### src/rtl/alu_pkg.sv
// Shared definitions for the sequential ALU: op codes, FSM state encoding
// and the default datapath width.
package alu_pkg;

    localparam int DEFAULT_WIDTH = 32;

    localparam logic [4:0] OP_ADD  = 5'b00011;
    localparam logic [4:0] OP_SUB  = 5'b00100;
    localparam logic [4:0] OP_AND  = 5'b00101;
    localparam logic [4:0] OP_OR   = 5'b00110;
    localparam logic [4:0] OP_ROR  = 5'b00111;
    localparam logic [4:0] OP_ROL  = 5'b01000;
    localparam logic [4:0] OP_SHR  = 5'b01001;
    localparam logic [4:0] OP_SHRA = 5'b01010;
    localparam logic [4:0] OP_SHL  = 5'b01011;
    localparam logic [4:0] OP_ADDI = 5'b01100;
    localparam logic [4:0] OP_ANDI = 5'b01101;
    localparam logic [4:0] OP_ORI  = 5'b01110;
    localparam logic [4:0] OP_DIV  = 5'b01111;
    localparam logic [4:0] OP_MUL  = 5'b10000;
    localparam logic [4:0] OP_NEG  = 5'b10001;
    localparam logic [4:0] OP_NOT  = 5'b10010;

    typedef enum logic [1:0] {
        IDLE    = 2'd0,
        MUL_IT  = 2'd1,
        DIV_IT  = 2'd2,
        DIV_FIX = 2'd3
    } state_t;

endpackage

### src/rtl/shift_unit.sv
// Combinational shifter/rotator for SHR, SHRA, SHL, ROR and ROL.
// Non-shift op codes produce zero.
module shift_unit
    import alu_pkg::*;
#(
    parameter int WIDTH = DEFAULT_WIDTH,
    parameter int SHW   = $clog2(WIDTH)
) (
    input  logic [4:0]       op,
    input  logic [WIDTH-1:0] a,
    input  logic [SHW-1:0]   amt,
    output logic [WIDTH-1:0] y
);

    logic [WIDTH-1:0] ror_y;
    logic [WIDTH-1:0] rol_y;

    // A zero amount would make the complementary shift a full-width shift.
    assign ror_y = (amt == '0) ? a : ((a >> amt) | (a << (WIDTH - int'(amt))));
    assign rol_y = (amt == '0) ? a : ((a << amt) | (a >> (WIDTH - int'(amt))));

    always_comb begin
        y = '0;
        case (op)
            OP_SHR:  y = a >> amt;
            OP_SHRA: y = $unsigned($signed(a) >>> amt);
            OP_SHL:  y = a << amt;
            OP_ROR:  y = ror_y;
            OP_ROL:  y = rol_y;
            default: y = '0;
        endcase
    end

endmodule

### src/rtl/seq_alu.sv
// Multi-cycle ALU: single-cycle logic/arith/shift ops plus Booth signed
// multiply and non-restoring signed divide behind a start/done handshake.
module seq_alu
    import alu_pkg::*;
#(
    parameter int WIDTH = DEFAULT_WIDTH,
    parameter int SHW   = $clog2(WIDTH)
) (
    input  logic             clock,
    input  logic             clear,
    input  logic             start,
    input  logic [4:0]       op,
    input  logic [WIDTH-1:0] ra,
    input  logic [WIDTH-1:0] rb,
    output logic             busy,
    output logic             done,
    output logic [WIDTH-1:0] result_hi,
    output logic [WIDTH-1:0] result_lo,
    output logic             div_by_zero
);

    // Handshake: start is taken only in IDLE (busy low); the accept edge
    // captures op/ra/rb, and done pulses for exactly one cycle when results
    // land. A start seen while busy is dropped, never queued.

    state_t             state;
    logic [SHW:0]       cnt;
    logic [WIDTH:0]     opnd;      // sign-extended multiplicand or divisor magnitude
    logic [WIDTH:0]     acc;
    logic [WIDTH-1:0]   mq;
    logic               q_1;
    logic [WIDTH+1:0]   rem;
    logic [WIDTH-1:0]   quo;
    logic               neg_q;
    logic               neg_r;

    logic [WIDTH-1:0]   shift_y;
    logic [WIDTH-1:0]   single_lo;
    logic [WIDTH-1:0]   abs_ra;
    logic [WIDTH-1:0]   abs_rb;
    logic [WIDTH:0]     booth_sum;
    logic [WIDTH:0]     acc_next;
    logic [WIDTH-1:0]   mq_next;
    logic [WIDTH+1:0]   div_shift;
    logic [WIDTH+1:0]   rem_next;
    logic [WIDTH-1:0]   quo_next;
    logic [WIDTH-1:0]   rem_fix;
    logic               last_it;

    shift_unit #(.WIDTH(WIDTH), .SHW(SHW)) u_shift (
        .op  (op),
        .a   (ra),
        .amt (rb[SHW-1:0]),
        .y   (shift_y)
    );

    always_comb begin
        single_lo = '0;
        case (op)
            OP_ADD, OP_ADDI: single_lo = ra + rb;
            OP_SUB:          single_lo = ra - rb;
            OP_AND, OP_ANDI: single_lo = ra & rb;
            OP_OR,  OP_ORI:  single_lo = ra | rb;
            OP_NEG:          single_lo = -rb;
            OP_NOT:          single_lo = ~rb;
            OP_SHR, OP_SHRA, OP_SHL, OP_ROR, OP_ROL: single_lo = shift_y;
            default:         single_lo = '0;
        endcase
    end

    assign abs_ra  = ra[WIDTH-1] ? -ra : ra;
    assign abs_rb  = rb[WIDTH-1] ? -rb : rb;
    assign last_it = (cnt == (SHW+1)'(WIDTH-1));

    // The extra accumulator bit keeps min x min from overflowing the add step.
    always_comb begin
        booth_sum = acc;
        case ({mq[0], q_1})
            2'b01:   booth_sum = acc + opnd;
            2'b10:   booth_sum = acc - opnd;
            default: booth_sum = acc;
        endcase
    end
    assign acc_next = {booth_sum[WIDTH], booth_sum[WIDTH:1]};
    assign mq_next  = {booth_sum[0], mq[WIDTH-1:1]};

    assign div_shift = {rem[WIDTH:0], quo[WIDTH-1]};
    assign rem_next  = rem[WIDTH+1] ? div_shift + {1'b0, opnd}
                                    : div_shift - {1'b0, opnd};
    assign quo_next  = {quo[WIDTH-2:0], ~rem_next[WIDTH+1]};
    // The corrected remainder is below the divisor, so WIDTH bits suffice.
    assign rem_fix   = rem[WIDTH+1] ? rem[WIDTH-1:0] + opnd[WIDTH-1:0] : rem[WIDTH-1:0];

    always_ff @(posedge clock) begin
        if (clear) begin
            state       <= IDLE;
            busy        <= 1'b0;
            done        <= 1'b0;
            result_hi   <= '0;
            result_lo   <= '0;
            div_by_zero <= 1'b0;
            cnt         <= '0;
            opnd        <= '0;
            acc         <= '0;
            mq          <= '0;
            q_1         <= 1'b0;
            rem         <= '0;
            quo         <= '0;
            neg_q       <= 1'b0;
            neg_r       <= 1'b0;
        end else begin
            done <= 1'b0;
            case (state)
                IDLE: begin
                    if (start) begin
                        div_by_zero <= 1'b0;
                        cnt         <= '0;
                        if (op == OP_MUL) begin
                            state     <= MUL_IT;
                            busy      <= 1'b1;
                            result_hi <= '0;
                            result_lo <= '0;
                            acc       <= '0;
                            mq        <= rb;
                            q_1       <= 1'b0;
                            opnd      <= {ra[WIDTH-1], ra};
                        end else if (op == OP_DIV && rb != '0) begin
                            state     <= DIV_IT;
                            busy      <= 1'b1;
                            result_hi <= '0;
                            result_lo <= '0;
                            rem       <= '0;
                            quo       <= abs_ra;
                            opnd      <= {1'b0, abs_rb};
                            neg_q     <= ra[WIDTH-1] ^ rb[WIDTH-1];
                            neg_r     <= ra[WIDTH-1];
                        end else if (op == OP_DIV) begin
                            result_hi   <= ra;
                            result_lo   <= '1;
                            div_by_zero <= 1'b1;
                            done        <= 1'b1;
                        end else begin
                            result_hi <= '0;
                            result_lo <= single_lo;
                            done      <= 1'b1;
                        end
                    end
                end
                MUL_IT: begin
                    acc <= acc_next;
                    mq  <= mq_next;
                    q_1 <= mq[0];
                    cnt <= cnt + 1'b1;
                    if (last_it) begin
                        state     <= IDLE;
                        busy      <= 1'b0;
                        done      <= 1'b1;
                        result_hi <= acc_next[WIDTH-1:0];
                        result_lo <= mq_next;
                    end
                end
                DIV_IT: begin
                    rem <= rem_next;
                    quo <= quo_next;
                    cnt <= cnt + 1'b1;
                    if (last_it) state <= DIV_FIX;
                end
                DIV_FIX: begin
                    state     <= IDLE;
                    busy      <= 1'b0;
                    done      <= 1'b1;
                    result_lo <= neg_q ? -quo : quo;
                    result_hi <= neg_r ? -rem_fix : rem_fix;
                end
                default: state <= IDLE;
            endcase
        end
    end

endmodule
### config.mk
export PLATFORM = sky130hd
export DESIGN_NAME = seq_alu
export DESIGN_NICKNAME = d
export VERILOG_FILES = /design/src/rtl/alu_pkg.sv /design/src/rtl/shift_unit.sv /design/src/rtl/seq_alu.sv
export SDC_FILE = /design/constraint.sdc
export NUM_CORES = 2
export LEC_CHECK = 0
export BUFFER_PORTS_ARGS = -buffer_cell sky130_fd_sc_hd__buf_2
export CORE_MARGIN = 1.5
export CORE_UTILIZATION = 58
export DETAILED_ROUTE_END_ITERATION = 7
export GPL_TIMING_DRIVEN = 0
export PLACE_DENSITY = 0.84
export SYNTH_ARGS = -nofsm -noshare
export SYNTH_HDL_FRONTEND = slang
export SYNTH_SLANG_ARGS = --single-unit
### constraint.sdc
create_clock -name clock -period 6.2 [get_ports clock]
set_clock_uncertainty 0.15 [all_clocks]
set_input_delay 0.93 -clock clock [delete_from_list [all_inputs] [get_ports clock]]
set_output_delay 0.93 -clock clock [all_outputs]
set_load 0.05 [all_outputs]
==> results.yml, run 1 <==
global_route:
  grt_pass1_wl_um: 275100
  grt_max_degree: 20
  track_usage_pct: 69.73
  grt_overflow_total: 16
  first_global_vias: 38120
floorplanning:
  rows: 84
  pin_count: 139
  die_width_um: 233.7
  initial_core_util_pct: 58.73
  die_h_um: 233.7
cts:
  cts_buffers: 28
  htreeDepth: 1
  cts-root-buf: "clkbuf_16"
  ctsLongestPathBuffers: 3
  cts_hold_buffers: 0
  cts.sinks: 241
synthesis:
  synth_area_sq_um: 30860
  postSynthCellCount: 4411
  synth-main-ff-cell: "dfxtp_1"
  synth_edf_count: 0
  synth_cell_types: 95
  yosysWarnings: 0
  yosysSeqAreaShare_pct: 15.63
  synth_fp_nets: 4632
  ys_ff_latch: 241
  avgSynthCellArea_sq_um: 6.997
  synthArstFlopShare_pct: 0
placement:
  port_buffers: 107
  dpl_cell_area_sq_um: 32260
  dp_hpwl_um: 137400
  gp_congestion: 1.302
  pre_cts_slack_ns: -3.004
status:
  stop_stage: "global routing (5_1_grt)"
  status: "stopped before the end"
  firstError: "[ERROR GRT-0116] Global routing finished with congestion. Check the congestion regions in the DRC Viewer."
cell families after synthesis:
| family | synth area share, % |
|---|---|
| multiplexers | 11.34 |
| adder cells (fa/ha/maj) | 6.138 |
| AO/OA/AOI/OAI | 30.93 |
| XOR/XNOR | 8.939 |
| buffers and inverters | 5.586 |
| flip-flops | 15.63 |
| AND/OR/NAND/NOR | 21.44 |
timing repair:
item,CTS
setup endpoints to repair,79
resized for setup,38
cloned,0
buffers inserted,0
pin swaps,1
stage by stage:
step | util, % | std cells
after global placement | 61.40 | 5206
after detailed placement | 61.40 | 5206
after CTS | 63.46 | 5249
after floorplan | - | 4411
per-layer routing:
metal / overflow / global-route usage [%]
met2: 7 / 88.10
met1: 0 / 71.95
met4: 9 / 65.10
met5: 0 / 15.63
met3: 0 / 51.87
synth_stat cells (50+ instances only):
cell / instances / area [sq um]
nand2_1: 508 / 1907
a221oi_1: 50 / 437.9
xor2_1: 151 / 1323
buf_1: 52 / 195.2
clkbuf_1: 302 / 1134
ha_1: 145 / 1814
mux2_2: 83 / 934.7
dfxtp_1: 241 / 4825
a21o_1: 71 / 533.0
a31oi_1: 51 / 319.1
nor2_1: 551 / 2068
o21ai_0: 303 / 1516
nor3_1: 101 / 505.5
a211oi_1: 135 / 1013
mux2i_1: 200 / 2002
inv_1: 70 / 262.8
nand3_1: 62 / 310.3
a21oi_1: 422 / 2112
xnor2_1: 164 / 1436
==> inputs of run 2 (changes only) <==
CORE_UTILIZATION = 40   (was 58)
PLACE_DENSITY = unset   (was 0.84)
PLACE_DENSITY_LB_ADDON = 0.15   (was unset)
clock period = 8.1 ns   (was 6.2 ns; I/O delays follow)
==> run 2 against run 1 <==
- the flow now finishes, with violations (capacitance limit, slew limit)
- area after synthesis is the same
- synthesized cell count unchanged
==> results.yml, run 2 <==
setup_path:
  reg2reg_depth: 20
  critPathRequiredTime_ns: 8.43
  r2r_setup_slack_ns: 0.36
  r2r-start: "rem[33]"
  crit_chain: "clkbuf_1 -> inv_2 -> clkbuf_2 -> ha_4 -> and2_1 -> ha_1 -> clkbuf_1 -> clkbuf_2 -> mux2i_1 -> ha_1 -> a21boi_0 -> o21ai_0 -> a21oi_1 -> a21oi_2 -> xnor2_1 -> a211oi_1 -> o21ai_0 -> a222oi_1 -> a211oi_1"
  crit_slowest_cell: "ha_1"
  worstPathArrival_ns: 8.30
  crit_type: "input pin to register"
  critPathLaunch: "rb[1]"
  critical_path.max_fanout: 17
  critical_path.startpoint_type: "input pin"
  end_kind: "register"
  max_stage_delay_ns: 0.72
sta:
  finalHoldViolCount: 0
  setup-tns-final_ns: 0
  period_share_pct: 98.40
  worstMarginPinSlew_ns: 1.666
  setup_violations: 0
  post-route-min-period_ns: 7.970
  fin_ws_ns: 0.1297
  rsz0062_at_grt: "false"
  slew_headroom_pct: -11.08
  max_freq_ghz: 0.1255
  drv_slew: 76
cts:
  clock_latency_ns: 0.64
  ctsLongestPathBuffers: 3
  cts_hold_buffers: 0
  cts_tree: "done"
  cts.sinks: 241
  cts_buffers: 30
  cts-root-buf: "clkbuf_16"
  cts_setup_buffers: 0
  htreeDepth: 1
  clkTransAtPathRegs_ns: 0.07
power_and_ir_drop:
  powerDensity_nw_per_um2: 218.0
  p_total_mw: 7.386
  p_leak_nw: 13.43
  ir_worst_vdd_v: 0.0001879
route:
  post_drt_wl_per_cell_um: 35.77
  route.detailed.drc: 0
  first_pass_iters: 7
  ant_nets: 0
  vias: 38690
  drtIter0Drc: 5761
  routed_wl_um: 200600
  vias_per_cell: 6.899
synthesis:
  avgSynthCellArea_sq_um: 6.997
  yosysWarnings: 0
  synth_edf_count: 0
  synth_fp_nets: 4632
  synth_common_cells: "nor2_1 (551), nand2_1 (508), a21oi_1 (422)"
  ys_ff_latch: 241
  synth_top_area_share_pct: 15.63
  postSynthCellCount: 4411
  synth-main-ff-cell: "dfxtp_1"
  ys_top_cells_by_area: "dfxtp_1 (16%), a21oi_1 (6.8%), nor2_1 (6.7%)"
  yosys.area.top_type: "dfxtp_1"
  synthArstFlopShare_pct: 0
  synth.most_common_cell: "nor2_1"
  yosysSeqAreaShare_pct: 15.63
  synth_area_sq_um: 30860
  synth_cell_types: 95
global_route:
  first_global_vias: 35440
  grt_use_met2_pct: 71.43
  grt_pass1_wl_um: 275800
  antenna_found_initial: 15
  use_met3_pct: 17.81
  grt_max_degree: 20
  track_usage_pct: 49.52
  grt_overflow_total: 0
  use_met1_pct: 56.46
  busiest_layer: "met2"
placement:
  dp_hpwl_um: 157200
  placed_cells: 5549
  gp_congestion: 1.126
  pre_cts_slack_ns: -2.100
  port_buffers: 107
  dpl_cell_area_sq_um: 32700
final_layout:
  syn_to_final_growth_pct: 9.798
  final_common_cell: "nor2_1"
  multi_input_area_sq_um: 24370
  drive_above_1_share_pct: 7.962
  final_area_sq_um: 33890
  stdcell_count: 5608
  largest_reg_flops: 34
  layout_common_cells: "nor2_1 (551), nand2_1 (508), a21oi_1 (421)"
  seq_area_sq_um: 4825
  fill_cells: 8186
  reg_top3: "rem x34, opnd x33"
  regMostFlops: "rem"
  num-nets-final: 4769
floorplanning:
  die_h_um: 280.8
  die_area_sq_um: 78840
  coreArea_sq_um: 76200
  die_width_um: 280.8
  initial_core_util_pct: 40.50
  rows: 101
  pin_count: 139
min_path:
  hold_path_class: "register to register"
  min-delay-start: "q_1"
  whs_path_depth: 2
status:
  status: "complete, but fails checks"
  violations: "capacitance limit, slew limit"
job:
  drv_cap: 11
==> run 2: cell counts after synthesis <==
Identical to the previous run, type by type.
==> run 2: power by group <==
part	leakage [nW]	switching (mW)	internal, mW	total, mW
logic	11.0	3.18	1.15	4.33
registers	1.96	0.175	1.37	1.54
clock network	0.524	0.636	0.881	1.52
==> run 2: repair_timing <==
action,CTS,global route
hold endpoints to repair,0,0
pin swaps,0,0
setup endpoints to repair,30,11
cloned,0,0
resized for setup,9,6
==> run 2: cell families (layout without fill, tap and decap cells) <==
kind of cell    after synthesis  in the layout  share of synthesized area (%)
simple gates               1489           1489                          21.44
compound gates             1462           1462                          30.93
buf+inv                     447            608                          5.586
xor+xnor                    315            315                          8.939
mux                         308            308                          11.34
flops                       241            241                          15.63
fa+ha+maj                   149            149                          6.138
other cells                   0              6                              0
==> run 2: worst paths after layout <==
kind / endpoint
setup / recovery: result_lo[18]
hold / removal: q_1
setup reg to reg: quo[0]
hold reg to reg: q_1
==> run 2: layout make-up <==
class	count	area share (%)
Multi-Input combinational cell	3723	71.92
Sequential cell	241	14.24
Buffer	366	4.239
Tap cell	1030	3.803
Clock buffer	37	2.411
Timing Repair Buffer	111	1.728
Inverter	75	0.8307
Clock inverter	19	0.7901
Antenna cell	6	0.04430
==> run 2: metal layers <==
layer | up-vias | part of all wire, %
met2 | 3121 | 40
met4 | 12 | 12
met3 | 975 | 13
li1 | 16440 | -
met5 | - | 0.039
met1 | 18140 | 35
==> run 2: metrics by stage <==
| stage | hold slack [ns] | util (%) |
|---|---|---|
| 2_1_floorplan | 0.2819 | - |
| 3_3_place_gp | 0.2923 | 42.90 |
| 3_5_place_dp | 0.3000 | 42.91 |
| 4_1_cts | 0.3088 | 44.35 |
| 5_1_grt | 0.3329 | 44.45 |
| 6_report | 0.3078 | 44.47 |
==> run 2: worst max-delay path, delay by kind of cell <==
| family | cells | cell delay (ns) |
|---|---|---|
| buffers and inverters | 5 | 2.52 |
| AO/OA/AOI/OAI | 8 | 2.46 |
| adder cells (fa/ha/maj) | 3 | 1.51 |
| XOR/XNOR | 1 | 0.24 |
| AND/OR/NAND/NOR | 1 | 0.17 |
| multiplexers | 1 | 0.13 |
No activity file was read; power rests on OpenSTA's default activity.
